===== src/rtl/axil_pkg.sv =====
// Shared AXI4-Lite types and widths for the command master
// and its register-slave peers.
package axil_pkg;

   localparam int AXIL_DATA_W = 32;
   localparam int AXIL_ADDR_W = 32;

   typedef enum logic [1:0] {
      OKAY   = 2'b00,
      EXOKAY = 2'b01,
      SLVERR = 2'b10,
      DECERR = 2'b11
   } axi_resp_t;

   typedef enum logic [2:0] {
      IDLE,
      WR_REQ,
      WR_RESP,
      RD_REQ,
      RD_RESP,
      DONE
   } axil_mst_state_t;

endpackage


===== src/rtl/axil_cmd_master.sv =====
// Single-outstanding AXI4-Lite master: turns one command beat
// into one write or read transaction and returns the completion.
module axil_cmd_master
   import axil_pkg::*;
#(
   parameter int TIMEOUT_CYCLES = 1024
) (
   input  logic                   m_axi_aclk,
   input  logic                   m_axi_aresetn,
   input  logic                   cmd_valid,
   output logic                   cmd_ready,
   input  logic                   cmd_write,
   input  logic [AXIL_ADDR_W-1:0] cmd_addr,
   input  logic [AXIL_DATA_W-1:0] cmd_wdata,
   output logic                   rsp_valid,
   input  logic                   rsp_ready,
   output logic                   rsp_write,
   output logic [AXIL_DATA_W-1:0] rsp_rdata,
   output logic [1:0]             rsp_resp,
   output logic                   rsp_timeout,
   output logic                   busy,
   output logic [AXIL_ADDR_W-1:0] m_axi_awaddr,
   output logic                   m_axi_awvalid,
   input  logic                   m_axi_awready,
   output logic [2:0]             m_axi_awprot,
   output logic [AXIL_DATA_W-1:0] m_axi_wdata,
   output logic                   m_axi_wvalid,
   input  logic                   m_axi_wready,
   output logic [3:0]             m_axi_wstrb,
   input  logic [1:0]             m_axi_bresp,
   input  logic                   m_axi_bvalid,
   output logic                   m_axi_bready,
   output logic [AXIL_ADDR_W-1:0] m_axi_araddr,
   output logic                   m_axi_arvalid,
   input  logic                   m_axi_arready,
   output logic [2:0]             m_axi_arprot,
   input  logic [AXIL_DATA_W-1:0] m_axi_rdata,
   input  logic [1:0]             m_axi_rresp,
   input  logic                   m_axi_rvalid,
   output logic                   m_axi_rready
);

   localparam int CW = $clog2(TIMEOUT_CYCLES + 1);
   localparam logic [CW-1:0] WD_MAX = CW'(TIMEOUT_CYCLES);

   axil_mst_state_t state_q, state_d;

   logic aw_done_q, aw_done_d;
   logic w_done_q, w_done_d;
   logic awvalid_q, awvalid_d;
   logic wvalid_q, wvalid_d;
   logic arvalid_q, arvalid_d;
   logic bready_q, bready_d;
   logic rready_q, rready_d;
   logic cmd_ready_q, cmd_ready_d;
   logic rsp_valid_q, rsp_valid_d;
   logic busy_q, busy_d;
   logic rsp_write_q, rsp_write_d;
   logic timeout_q, timeout_d;

   logic [AXIL_DATA_W-1:0] rsp_rdata_q, rsp_rdata_d;
   logic [AXIL_DATA_W-1:0] wdata_q, wdata_d;
   logic [AXIL_ADDR_W-1:0] addr_q, addr_d;
   axi_resp_t              rsp_resp_q, rsp_resp_d;
   logic [CW-1:0]          wdog_q, wdog_d, wdog_inc;

   logic cmd_hs, aw_hs, w_hs, ar_hs, b_hs, r_hs, rsp_hs;
   logic aw_ok, w_ok, waiting;

   // Handshakes use only registered valid/ready on our side.
   assign cmd_hs  = cmd_valid & cmd_ready_q;
   assign aw_hs   = awvalid_q & m_axi_awready;
   assign w_hs    = wvalid_q & m_axi_wready;
   assign ar_hs   = arvalid_q & m_axi_arready;
   assign b_hs    = bready_q & m_axi_bvalid;
   assign r_hs    = rready_q & m_axi_rvalid;
   assign rsp_hs  = rsp_valid_q & rsp_ready;
   assign aw_ok   = aw_done_q | aw_hs;
   assign w_ok    = w_done_q | w_hs;
   assign waiting = state_q inside {WR_REQ, WR_RESP, RD_REQ, RD_RESP};

   always_ff @(posedge m_axi_aclk or negedge m_axi_aresetn) begin
      if (!m_axi_aresetn) begin
         state_q     <= IDLE;
         aw_done_q   <= 1'b0;
         w_done_q    <= 1'b0;
         awvalid_q   <= 1'b0;
         wvalid_q    <= 1'b0;
         arvalid_q   <= 1'b0;
         bready_q    <= 1'b0;
         rready_q    <= 1'b0;
         cmd_ready_q <= 1'b0;
         rsp_valid_q <= 1'b0;
         busy_q      <= 1'b0;
         rsp_write_q <= 1'b0;
         timeout_q   <= 1'b0;
         rsp_rdata_q <= '0;
         wdata_q     <= '0;
         addr_q      <= '0;
         rsp_resp_q  <= OKAY;
         wdog_q      <= '0;
      end else begin
         state_q     <= state_d;
         aw_done_q   <= aw_done_d;
         w_done_q    <= w_done_d;
         awvalid_q   <= awvalid_d;
         wvalid_q    <= wvalid_d;
         arvalid_q   <= arvalid_d;
         bready_q    <= bready_d;
         rready_q    <= rready_d;
         cmd_ready_q <= cmd_ready_d;
         rsp_valid_q <= rsp_valid_d;
         busy_q      <= busy_d;
         rsp_write_q <= rsp_write_d;
         timeout_q   <= timeout_d;
         rsp_rdata_q <= rsp_rdata_d;
         wdata_q     <= wdata_d;
         addr_q      <= addr_d;
         rsp_resp_q  <= rsp_resp_d;
         wdog_q      <= wdog_d;
      end
   end

   always_comb begin
      state_d = state_q;
      unique case (state_q)
         IDLE:    if (cmd_hs) state_d = cmd_write ? WR_REQ : RD_REQ;
         WR_REQ:  if (aw_ok && w_ok) state_d = WR_RESP;
         WR_RESP: if (b_hs) state_d = DONE;
         RD_REQ:  if (ar_hs) state_d = RD_RESP;
         RD_RESP: if (r_hs) state_d = DONE;
         DONE:    if (rsp_hs) state_d = IDLE;
         default: state_d = IDLE;
      endcase
   end

   always_comb begin
      addr_d      = addr_q;
      wdata_d     = wdata_q;
      rsp_write_d = rsp_write_q;
      rsp_rdata_d = rsp_rdata_q;
      rsp_resp_d  = rsp_resp_q;
      aw_done_d   = 1'b0;
      w_done_d    = 1'b0;
      awvalid_d   = 1'b0;
      wvalid_d    = 1'b0;

      if (state_q == IDLE && cmd_hs) begin
         addr_d    = cmd_addr;
         wdata_d   = cmd_wdata;
         awvalid_d = cmd_write;
         wvalid_d  = cmd_write;
      end

      // Each write channel retires on its own handshake.
      if (state_q == WR_REQ && state_d == WR_REQ) begin
         aw_done_d = aw_ok;
         w_done_d  = w_ok;
         awvalid_d = ~aw_ok;
         wvalid_d  = ~w_ok;
      end

      if (b_hs) begin
         rsp_write_d = 1'b1;
         rsp_rdata_d = '0;
         rsp_resp_d  = axi_resp_t'(m_axi_bresp);
      end

      if (r_hs) begin
         rsp_write_d = 1'b0;
         rsp_rdata_d = m_axi_rdata;
         rsp_resp_d  = axi_resp_t'(m_axi_rresp);
      end

      arvalid_d   = (state_d == RD_REQ);
      bready_d    = (state_d == WR_RESP);
      rready_d    = (state_d == RD_RESP);
      cmd_ready_d = (state_d == IDLE);
      rsp_valid_d = (state_d == DONE);
      busy_d      = (state_d != IDLE);

      // Watchdog only flags; the transaction is never abandoned.
      wdog_inc  = (wdog_q == WD_MAX) ? wdog_q : wdog_q + 1'b1;
      wdog_d    = '0;
      timeout_d = timeout_q;
      if (waiting) begin
         if (wdog_inc == WD_MAX) timeout_d = 1'b1;
         if (state_d == state_q) wdog_d = wdog_inc;
      end
   end

   assign cmd_ready     = cmd_ready_q;
   assign rsp_valid     = rsp_valid_q;
   assign rsp_write     = rsp_write_q;
   assign rsp_rdata     = rsp_rdata_q;
   assign rsp_resp      = rsp_resp_q;
   assign rsp_timeout   = timeout_q;
   assign busy          = busy_q;
   assign m_axi_awaddr  = addr_q;
   assign m_axi_awvalid = awvalid_q;
   assign m_axi_awprot  = 3'b000;
   assign m_axi_wdata   = wdata_q;
   assign m_axi_wvalid  = wvalid_q;
   assign m_axi_wstrb   = 4'hF;
   assign m_axi_bready  = bready_q;
   assign m_axi_araddr  = addr_q;
   assign m_axi_arvalid = arvalid_q;
   assign m_axi_arprot  = 3'b000;
   assign m_axi_rready  = rready_q;

endmodule


===== config.mk =====
export PLATFORM = sky130hd
export DESIGN_NAME = axil_cmd_master
export DESIGN_NICKNAME = d
export VERILOG_FILES = /design/src/rtl/axil_pkg.sv /design/src/rtl/axil_cmd_master.sv
export SDC_FILE = /design/constraint.sdc
export NUM_CORES = 1
export LEC_CHECK = 0
export ABC_AREA = 1
export ABC_CLOCK_PERIOD_IN_PS = 1900
export CAP_MARGIN = 20
export CELL_PAD_IN_SITES_DETAIL_PLACEMENT = 0
export CELL_PAD_IN_SITES_GLOBAL_PLACEMENT = 2
export CORE_MARGIN = 3
export CORE_UTILIZATION = 22
export CTS_CLUSTER_DIAMETER = 60
export DETAILED_ROUTE_END_ITERATION = 8
export PLACE_DENSITY_LB_ADDON = 0.1
export SETUP_SLACK_MARGIN = 0.15
export SLEW_MARGIN = 30
export SYNTH_ARGS = -nofsm -noshare
export SYNTH_HDL_FRONTEND = slang
export SYNTH_SLANG_ARGS = --single-unit

===== constraint.sdc =====
create_clock -name m_axi_aclk -period 1.9 [get_ports m_axi_aclk]
set_input_delay 0.475 -clock m_axi_aclk [delete_from_list [all_inputs] [get_ports m_axi_aclk]]
set_output_delay 0.475 -clock m_axi_aclk [all_outputs]
set_load 0.02 [all_outputs]

# Word level (Yosys, flattened, before mapping)
# Index checks and enable logic that the tools add are counted.
# classes
add_sub_neg,1
muxes,22
n_reduce_logical,9
n_eq_ne,13
bitwise,11
# ops
op,n
32-bit two-way mux,2
11-bit two-way mux,3
11-bit == test (second input constant),2
3-bit two-way mux,6
3-bit case mux with 6 select lines,1
3-bit by 2-bit == test with 1-bit output (second input constant),4
3-bit == test (second input constant),4
11-bit by 1-bit adder with 11-bit output (second input constant),1
1-bit bitwise AND,7
1-bit two-way mux,7
3-bit by 1-bit == test with 1-bit output (second input constant),2
3-bit zero test,2
2-bit two-way mux,3
4-bit nonzero test,1
3-bit == test,1
1-bit logical AND,3
3-bit nonzero test,1
1-bit inverter,2
1-bit OR,2
2-bit AND reduction,1
2-bit nonzero test,1
# word_totals
out_inout_bits,150
word_cells,74
reg_bits,124

# Logic depth before layout (Yosys ltp)
# Gate-level depths: netlist of the first run.
# depth
depth_word,8
mapped_depth,12
mapped_depth_nobuf,10

# Worst setup path before layout of the first run
# Ideal clock, no wire load.
# synth_path
kind,reg2reg
startpoint,register bready_q (netlist: m_axi_bready)
endpoint,register wdog_q[2]
stages_incl_launch_ff,11
arrival_time_ns,1.434
synth_period_minus_slack_ns,1.504
setup_time_ns,0.069
path_buffers,1
path_slack_ns,0.396
path_cell_list,dfrtp_1 -> nand2_1 -> inv_1 -> nand3_2 -> nand2_1 -> nor2_2 -> nand2_2 -> nand2_2 -> nand4_2 -> buf_6 -> nor2_2
# synth_via
elab_chain_cells,6
# synth_rtl
element,line,text
"start, declared",axil_cmd_master.sv:53,"logic bready_q, bready_d;"
"start signal, assigned",axil_cmd_master.sv:109,bready_q <= bready_d;
1-bit bitwise AND,axil_cmd_master.sv:75,assign b_hs = bready_q & m_axi_bvalid;
3-bit two-way mux,axil_cmd_master.sv:129,WR_RESP: if (b_hs) state_d = DONE;
3-bit case mux with 6 select lines,axil_cmd_master.sv:126,unique case (state_q)
via state_d[0],axil_cmd_master.sv:46,"axil_mst_state_t state_q, state_d;"
3-bit == test,axil_cmd_master.sv:188,if (state_d == state_q) wdog_d = wdog_inc;
11-bit two-way mux,axil_cmd_master.sv:188,
11-bit two-way mux,axil_cmd_master.sv:186,if (waiting) begin
via wdog_d[2],axil_cmd_master.sv:65,"logic [CW-1:0] wdog_q, wdog_d, wdog_inc;"
"end signal, assigned",axil_cmd_master.sv:120,wdog_q <= wdog_d;
"end, declared",axil_cmd_master.sv:65,
# The timed path passes the listed nets, and every way through them passes these cells.
# A chain may end at the register's enable or synchronous reset.

# Worst setup path in the final report of the first run
# layout_path
startpoint,register rready_q (netlist: m_axi_rready)
endpoint,output port m_axi_rready
# layout_lines
element,line,text
"start, declared",axil_cmd_master.sv:54,"logic rready_q, rready_d;"
"start signal, assigned",axil_cmd_master.sv:110,rready_q <= rready_d;
"end, declared",axil_cmd_master.sv:40,output logic m_axi_rready
# No word-level cell between the ends.

==> out/metrics.cfg, run 1 <==
[detailed_routing]
antenna_left = 0
totalWireLength_um = 17500
viasPerCell = 3.98
drtIter0Drc = 191
wl_per_cell_um = 14.2
first_pass_iters = 4
drc = 0
vias = 4895

[setup_path]
end_kind = output pin
crit_buf_inv = 1
crit_fanout = 2
worstSetupStartpointType = flip-flop
critPathKind = flip-flop to output pin
worstPathCellList = dlygate4sd2_1
critPathMaxStageDelay_ns = 0.39
cp_slowest_cell = dlygate4sd2_1
cp_data_required_time_ns = 1.42
critPathTopFamily = buffers and inverters
cp.arrival_ns = 1.16

[flow_run]
drv_cap = 0

[timing]
period_minus_slack_ns = 1.63
skew_ns = 0.0116
rsz0062_at_grt = false
fmax_mhz = 613
timing.final.crit_share_pct = 85.9
holdWs_ns = 0.460
finalWorstSetupSlack_ns = 0.268
setup_total_negative_slack_ns = 0
finalSetupViolCount = 0
finalMaxSlewViolations = 0
hold_violations = 0

[final_layout]
seq_area_um2 = 3100
fillCellCount = 2584
drive_gt1_share_pct = 8.72
fin_nets = 1006
synthToLayoutAreaGrowth_pct = 58.6
multi_input_area_um2 = 1880
diodes = 0
instances_no_fill = 1230

[grt]
grt_start_max_net_pins = 65
grt_pass1_wl_um = 27100
globalRoute.totalOverflow = 0
antenna_found_initial = 1
grt_pass1_vias = 4926
track_usage_pct = 12.9

[yosys]
yosysWarnings = 0
yosysTopAreaCell = dfrtp_1
muxShareOfSynthArea_pct = 0
syn_inst = 664
synth_xor_xnor_area_share_pct = 0.159
netlist_top_cells_area = dfrtp_1, nand2_1, buf_4, nand3_1, inv_1
synth-adder-area-share_pct = 0.453
yosys.area_share.simple_pct = 31.4
yosysSeqAreaShare_pct = 56.2
synth_cell_types = 28
synth_top_family_by_area = simple AND/OR/NAND/NOR gates
yosysTopAreaCellShare_pct = 56.2
ys_ff_latch = 124
syn_avg_cell_area_um2 = 8.31
synth_compound_area_share_pct = 1.38
syn_area_um2 = 5520

[place]
dp_cells = 1198
dp_hpwl_um = 13000
pre_cts_ws_ns = -0.0433
gp_congestion = 0.743
portBuffers = 249

[cts]
cts.sinks = 124
path_clk_slew_ns = 0.06
clockBufferDepth = 2
cts_tree = done
cts_buffers = 17
worstSkewPairLatency_ns = 0.41
cts_setup_buffers = 0
htreeDepth = 4
cts-root-buf = clkbuf_16

[floorplanning]
coreArea_um2 = 24500
die_x_um = 164
initial_utilization_pct = 22.6
row_count = 57
fp.dieArea_um2 = 27000
chipHeight_um = 164
io_pins = 260

[power_and_ir_drop]
cellLeakagePower_nw = 4.72
total_power_w = 0.0140
power.density_nw_per_um2 = 1600
peakVddDrop_v = 0.000589

[run_status]
status = complete, no violations

[worst_hold_path]
hold_class = flip-flop to flip-flop

-- worst paths after layout --
path | from | to | slack [ns] | cells after the start
setup / recovery | m_axi_rready | m_axi_rready | 0.27 | 1
hold / removal | m_axi_wdata[12] | m_axi_wdata[12] | 0.46 | 2
setup reg to reg | state_q[0] | wdog_q[10] | 0.29 | 8
hold reg to reg | m_axi_wdata[12] | m_axi_wdata[12] | 0.46 | 2
max in group asynchronous | m_axi_aresetn | m_axi_wdata[28] | 0.79 | 3
min in group asynchronous | m_axi_aresetn | wdog_q[8] | 0.56 | 2
-- synth_stat cells --
cell,instances
nand2_1,310
dfrtp_1,124
nand3_1,50
buf_4,48
inv_1,30
nor2_1,29
clkbuf_1,16
nor2_2,14
o21ai_0,10
nand2_2,5
nand4_1,4
and2_1,3
inv_2,3
a21oi_1,2
conb_1,2
ha_1,2
buf_1,1
buf_2,1
buf_6,1
clkinv_1,1
nand3_2,1
nand3b_1,1
nand4_2,1
nor2_4,1
nor3_1,1
o2111ai_1,1
o211ai_1,1
xor2_1,1
-- registers in the layout (all words and copies together), names as in the netlist, 2 cells and up --
signal	flops
state_q	3
m_axi_wdata	32
m_axi_araddr	32
wdog_q	11
rsp_rdata	32
rsp_resp	2
-- per-layer routing --
| metal | routed length, µm | track usage, % | up-vias | part of all wire (%) |
|---|---|---|---|---|
| met1 | 7180 | 15.4 | 2266 | 41 |
| met5 | 13 | 0 | - | 0.074 |
| met4 | 254 | 3.85 | 2 | 1.5 |
| met2 | 8410 | 20.9 | 160 | 48 |
| met3 | 1640 | 5.74 | 22 | 9.4 |
| li1 | - | - | 2445 | - |
-- layout by cell type (no fill, tap or decap), drive strengths merged --
cell type,synthesis,final
nand3b,1,1
conb,2,10
and2,3,3
nand3,51,51
o21ai,10,10
nand4,5,5
dlygate4sd3,0,1
a21oi,2,2
o211ai,1,1
nor2,44,44
clkinv,1,6
o2111ai,1,1
clkinvlp,0,1
clkbuf,16,18
xor2,1,1
ha,2,2
bufinv,0,5
nand2,315,315
dlygate4sd2,0,140
nor3,1,1
inv,33,35
buf,51,21
clkdlybuf4s50,0,108
dfrtp,124,124
-- cell families after synthesis --
logic type / Yosys count
xor gates and xnor gates: 1
DFF: 124
adders and majority gates: 2
and+or+nand+nor: 420
buffers and inverters: 101
other: 2
AOI/OAI and AO/OA: 14
-- cell type report --
type | count | area share, %
inverters | 34 | 1.46
multi-input cells | 447 | 21.5
well taps | 324 | 4.63
clock buffers | 18 | 5.02
repair buffers | 270 | 29.5
clock inverters | 13 | 2.46
flip-flops and latches | 124 | 35.4
-- through the flow --
step	utilization (%)	cell area, µm²
after floorplan	-	5550
after global placement	33.8	8260
after detailed placement	33.8	8260
after CTS	35.8	8750
after global routing	35.8	8750
final	35.8	8750
-- what timing repair did --
item | in CTS | in global routing
gates resized for setup | 140 | 3
hold buffers | 1 | 0
endpoints found under the hold margin | 32 | 0
endpoints found under the setup margin | 140 | 1
-- report_power, final --
group / internal, W / total (W) / switching (W) / leakage, nW
clock: 0.00237 / 0.00361 / 0.00124 / 0.317
sequential: 0.00369 / 0.00436 / 0.000667 / 1.61
combinational: 0.00234 / 0.00604 / 0.00370 / 2.79
total: 0.00840 / 0.0140 / 0.00561 / 4.72
Note: power is estimated with default switching activity, not from simulation.
==> run 2, diff against run 1 <==
--- a/config.mk
+++ b/config.mk
@@ -14,7 +14,7 @@
 export CORE_UTILIZATION = 22
 export CTS_CLUSTER_DIAMETER = 60
 export DETAILED_ROUTE_END_ITERATION = 8
-export PLACE_DENSITY_LB_ADDON = 0.1
+export PLACE_DENSITY_LB_ADDON = 0.08
 export SETUP_SLACK_MARGIN = 0.15
 export SLEW_MARGIN = 30
 export SYNTH_ARGS = -nofsm -noshare
==> run 2 against run 1 <==
  * Flip-flop and latch count stayed put
  * Clock skew is 0.0011 ns lower
  * Wire length is 2.2% higher
  * Fmax is 0.14% lower
  * Critical path depth stayed put
  * Setup slack worse by 0.0023 ns
  * First-iteration DRC count is 13% lower
  * Critical path type unchanged
  * Die area stayed put
  * Highest routed layer unchanged
  * Core utilization is 0.14 points lower
  * Final cell count is 0.33% higher
  * Global-route usage is 0.25 points higher
  * Critical endpoint is now m_axi_arvalid
  * Worst hold slack better by 0.00096 ns
==> out/metrics.cfg, run 2 (same netlist as run 1, synthesis figures left out) <==
[run_status]
status = complete, no violations

[final_layout]
drive_gt1_share_pct = 9.01
mostFrequentLayoutCells = nand2_1, dlygate4sd2_1, dfrtp_1
fin_nets = 1009
final_area_um2 = 8720
synthToLayoutAreaGrowth_pct = 57.9
fillCellCount = 2599
utilization_pct = 35.6
layout_commonest_cell = nand2_1
diodes = 0

[setup_path]
end_kind = output pin
worstSetupStartpointType = flip-flop
r2r-start = state_q[0]
r2r_end = wdog_q[10]
critPathKind = flip-flop to output pin
r2r_cells = 8
crit_buf_inv = 1
cp.arrival_ns = 1.16
critPathMaxStageDelay_ns = 0.40
reg2reg_slack_ns = 0.27
crit_fanout = 2
critPathTopFamily = buffers and inverters
cp_slowest_cell = dlygate4sd2_1
cp_data_required_time_ns = 1.42
worstPathCellList = dlygate4sd2_1

[place]
dp_hpwl_um = 13200
placed_cell_area_um2 = 8270
gp_congestion = 0.722
portBuffers = 249

[cts]
clockBufferDepth = 2
path_clk_slew_ns = 0.06
cts.sinks = 124
htreeDepth = 4
cts-root-buf = clkbuf_16
worstSkewPairLatency_ns = 0.41
cts_buffers = 17
cts_tree = done

[timing]
holdWs_ns = 0.461
rsz0062_at_grt = false
timing.final.crit_share_pct = 86.0
finalMaxSlewViolations = 0
setup_total_negative_slack_ns = 0
hold_violations = 0
period_minus_slack_ns = 1.63
finalSetupViolCount = 0
fmax_mhz = 612
skew_ns = 0.0105

[detailed_routing]
drtIter0Drc = 166
vias = 4912
first_pass_iters = 4
drc = 0
antenna_left = 0
viasPerCell = 3.98
wl_per_cell_um = 14.5
totalWireLength_um = 17900

[grt]
antenna_found_initial = 1
grt_start_max_net_pins = 46
track_usage_pct = 13.1
grt_pass1_vias = 4930
grt_pass1_wl_um = 27200
globalRoute.totalOverflow = 0

[worst_hold_path]
hold_class = flip-flop to flip-flop
min_from = rsp_timeout
hold_depth = 2
hold_path_end = rsp_timeout

[floorplanning]
initial_utilization_pct = 22.6
io_pins = 260
die_x_um = 164
coreArea_um2 = 24500
row_count = 57
chipHeight_um = 164
fp.dieArea_um2 = 27000

[flow_run]
drv_cap = 0

[power_and_ir_drop]
power.density_nw_per_um2 = 1570
peakVddDrop_v = 0.000556
cellLeakagePower_nw = 4.70

## run 2: cell count changes in the layout (fill, tap and decap cells not counted), sizes merged
cell	delta
clkinvlp	+3
buf	+3
clkinv	-1
bufinv	-2
clkbuf	+1
## run 2: cell type report
type                       instances  area (µm²)  area share, %
clock inverter                    13         165           1.89
inverter                          34         128           1.46
clock buffer                      19         443           5.08
timing repair buffer             273        2590           29.7
tap                              324         405           4.65
multi-input combinational        447        1890           21.6
sequential                       124        3100           35.6
## run 2: repair_timing
item	4_1_cts	5_1_grt
gates resized for setup	140	4
hold endpoints to repair	33	0
setup buffers	0	0
hold buffers	1	0
endpoints found under the setup margin	140	1
cloned	0	0
## run 2: metal layers
| layer | vias up | part of all wire [%] | routed length [µm] | global-route usage (%) |
|---|---|---|---|---|
| met4 | 2 | 0.83 | 149 | 3.55 |
| met2 | 165 | 47 | 8410 | 20.8 |
| met3 | 13 | 11 | 1930 | 6.80 |
| li1 | 2462 | - | - | - |
| met5 | - | 0.067 | 12 | 0 |
| met1 | 2270 | 41 | 7380 | 15.7 |
## run 2: how the worst max path moves through the flow
stage,slack [ns],from,end,depth (start not counted)
floorplan,0.40,m_axi_bready,wdog_q[2],10
global placement,-0.04,m_axi_wready,wdog_q[10],12
detailed placement,-0.03,m_axi_wready,wdog_q[10],12
CTS,0.21,rsp_valid,rsp_valid,1
global route,0.15,wdog_q[0],rsp_timeout,10
finish,0.27,m_axi_arvalid,m_axi_arvalid,1
## run 2: where the power goes
| part | internal [W] | total (W) | switching (W) |
|---|---|---|---|
| registers | 0.00369 | 0.00435 | 0.000661 |
| logic | 0.00230 | 0.00602 | 0.00371 |
| clock network | 0.00210 | 0.00333 | 0.00123 |
| total | 0.00810 | 0.0137 | 0.00560 |
## run 2: through the flow
step / setup WS [ns] / power [W] / cells
after CTS: 0.213 / 0.0140 / 1234
final: 0.266 / 0.0137 / 1234
after detailed placement: -0.0300 / 0.0115 / 1201
after global routing: 0.150 / 0.0147 / 1234
after floorplan: 0.396 / 0.00816 / 672
after global placement: -0.0413 / 0.0114 / 1201
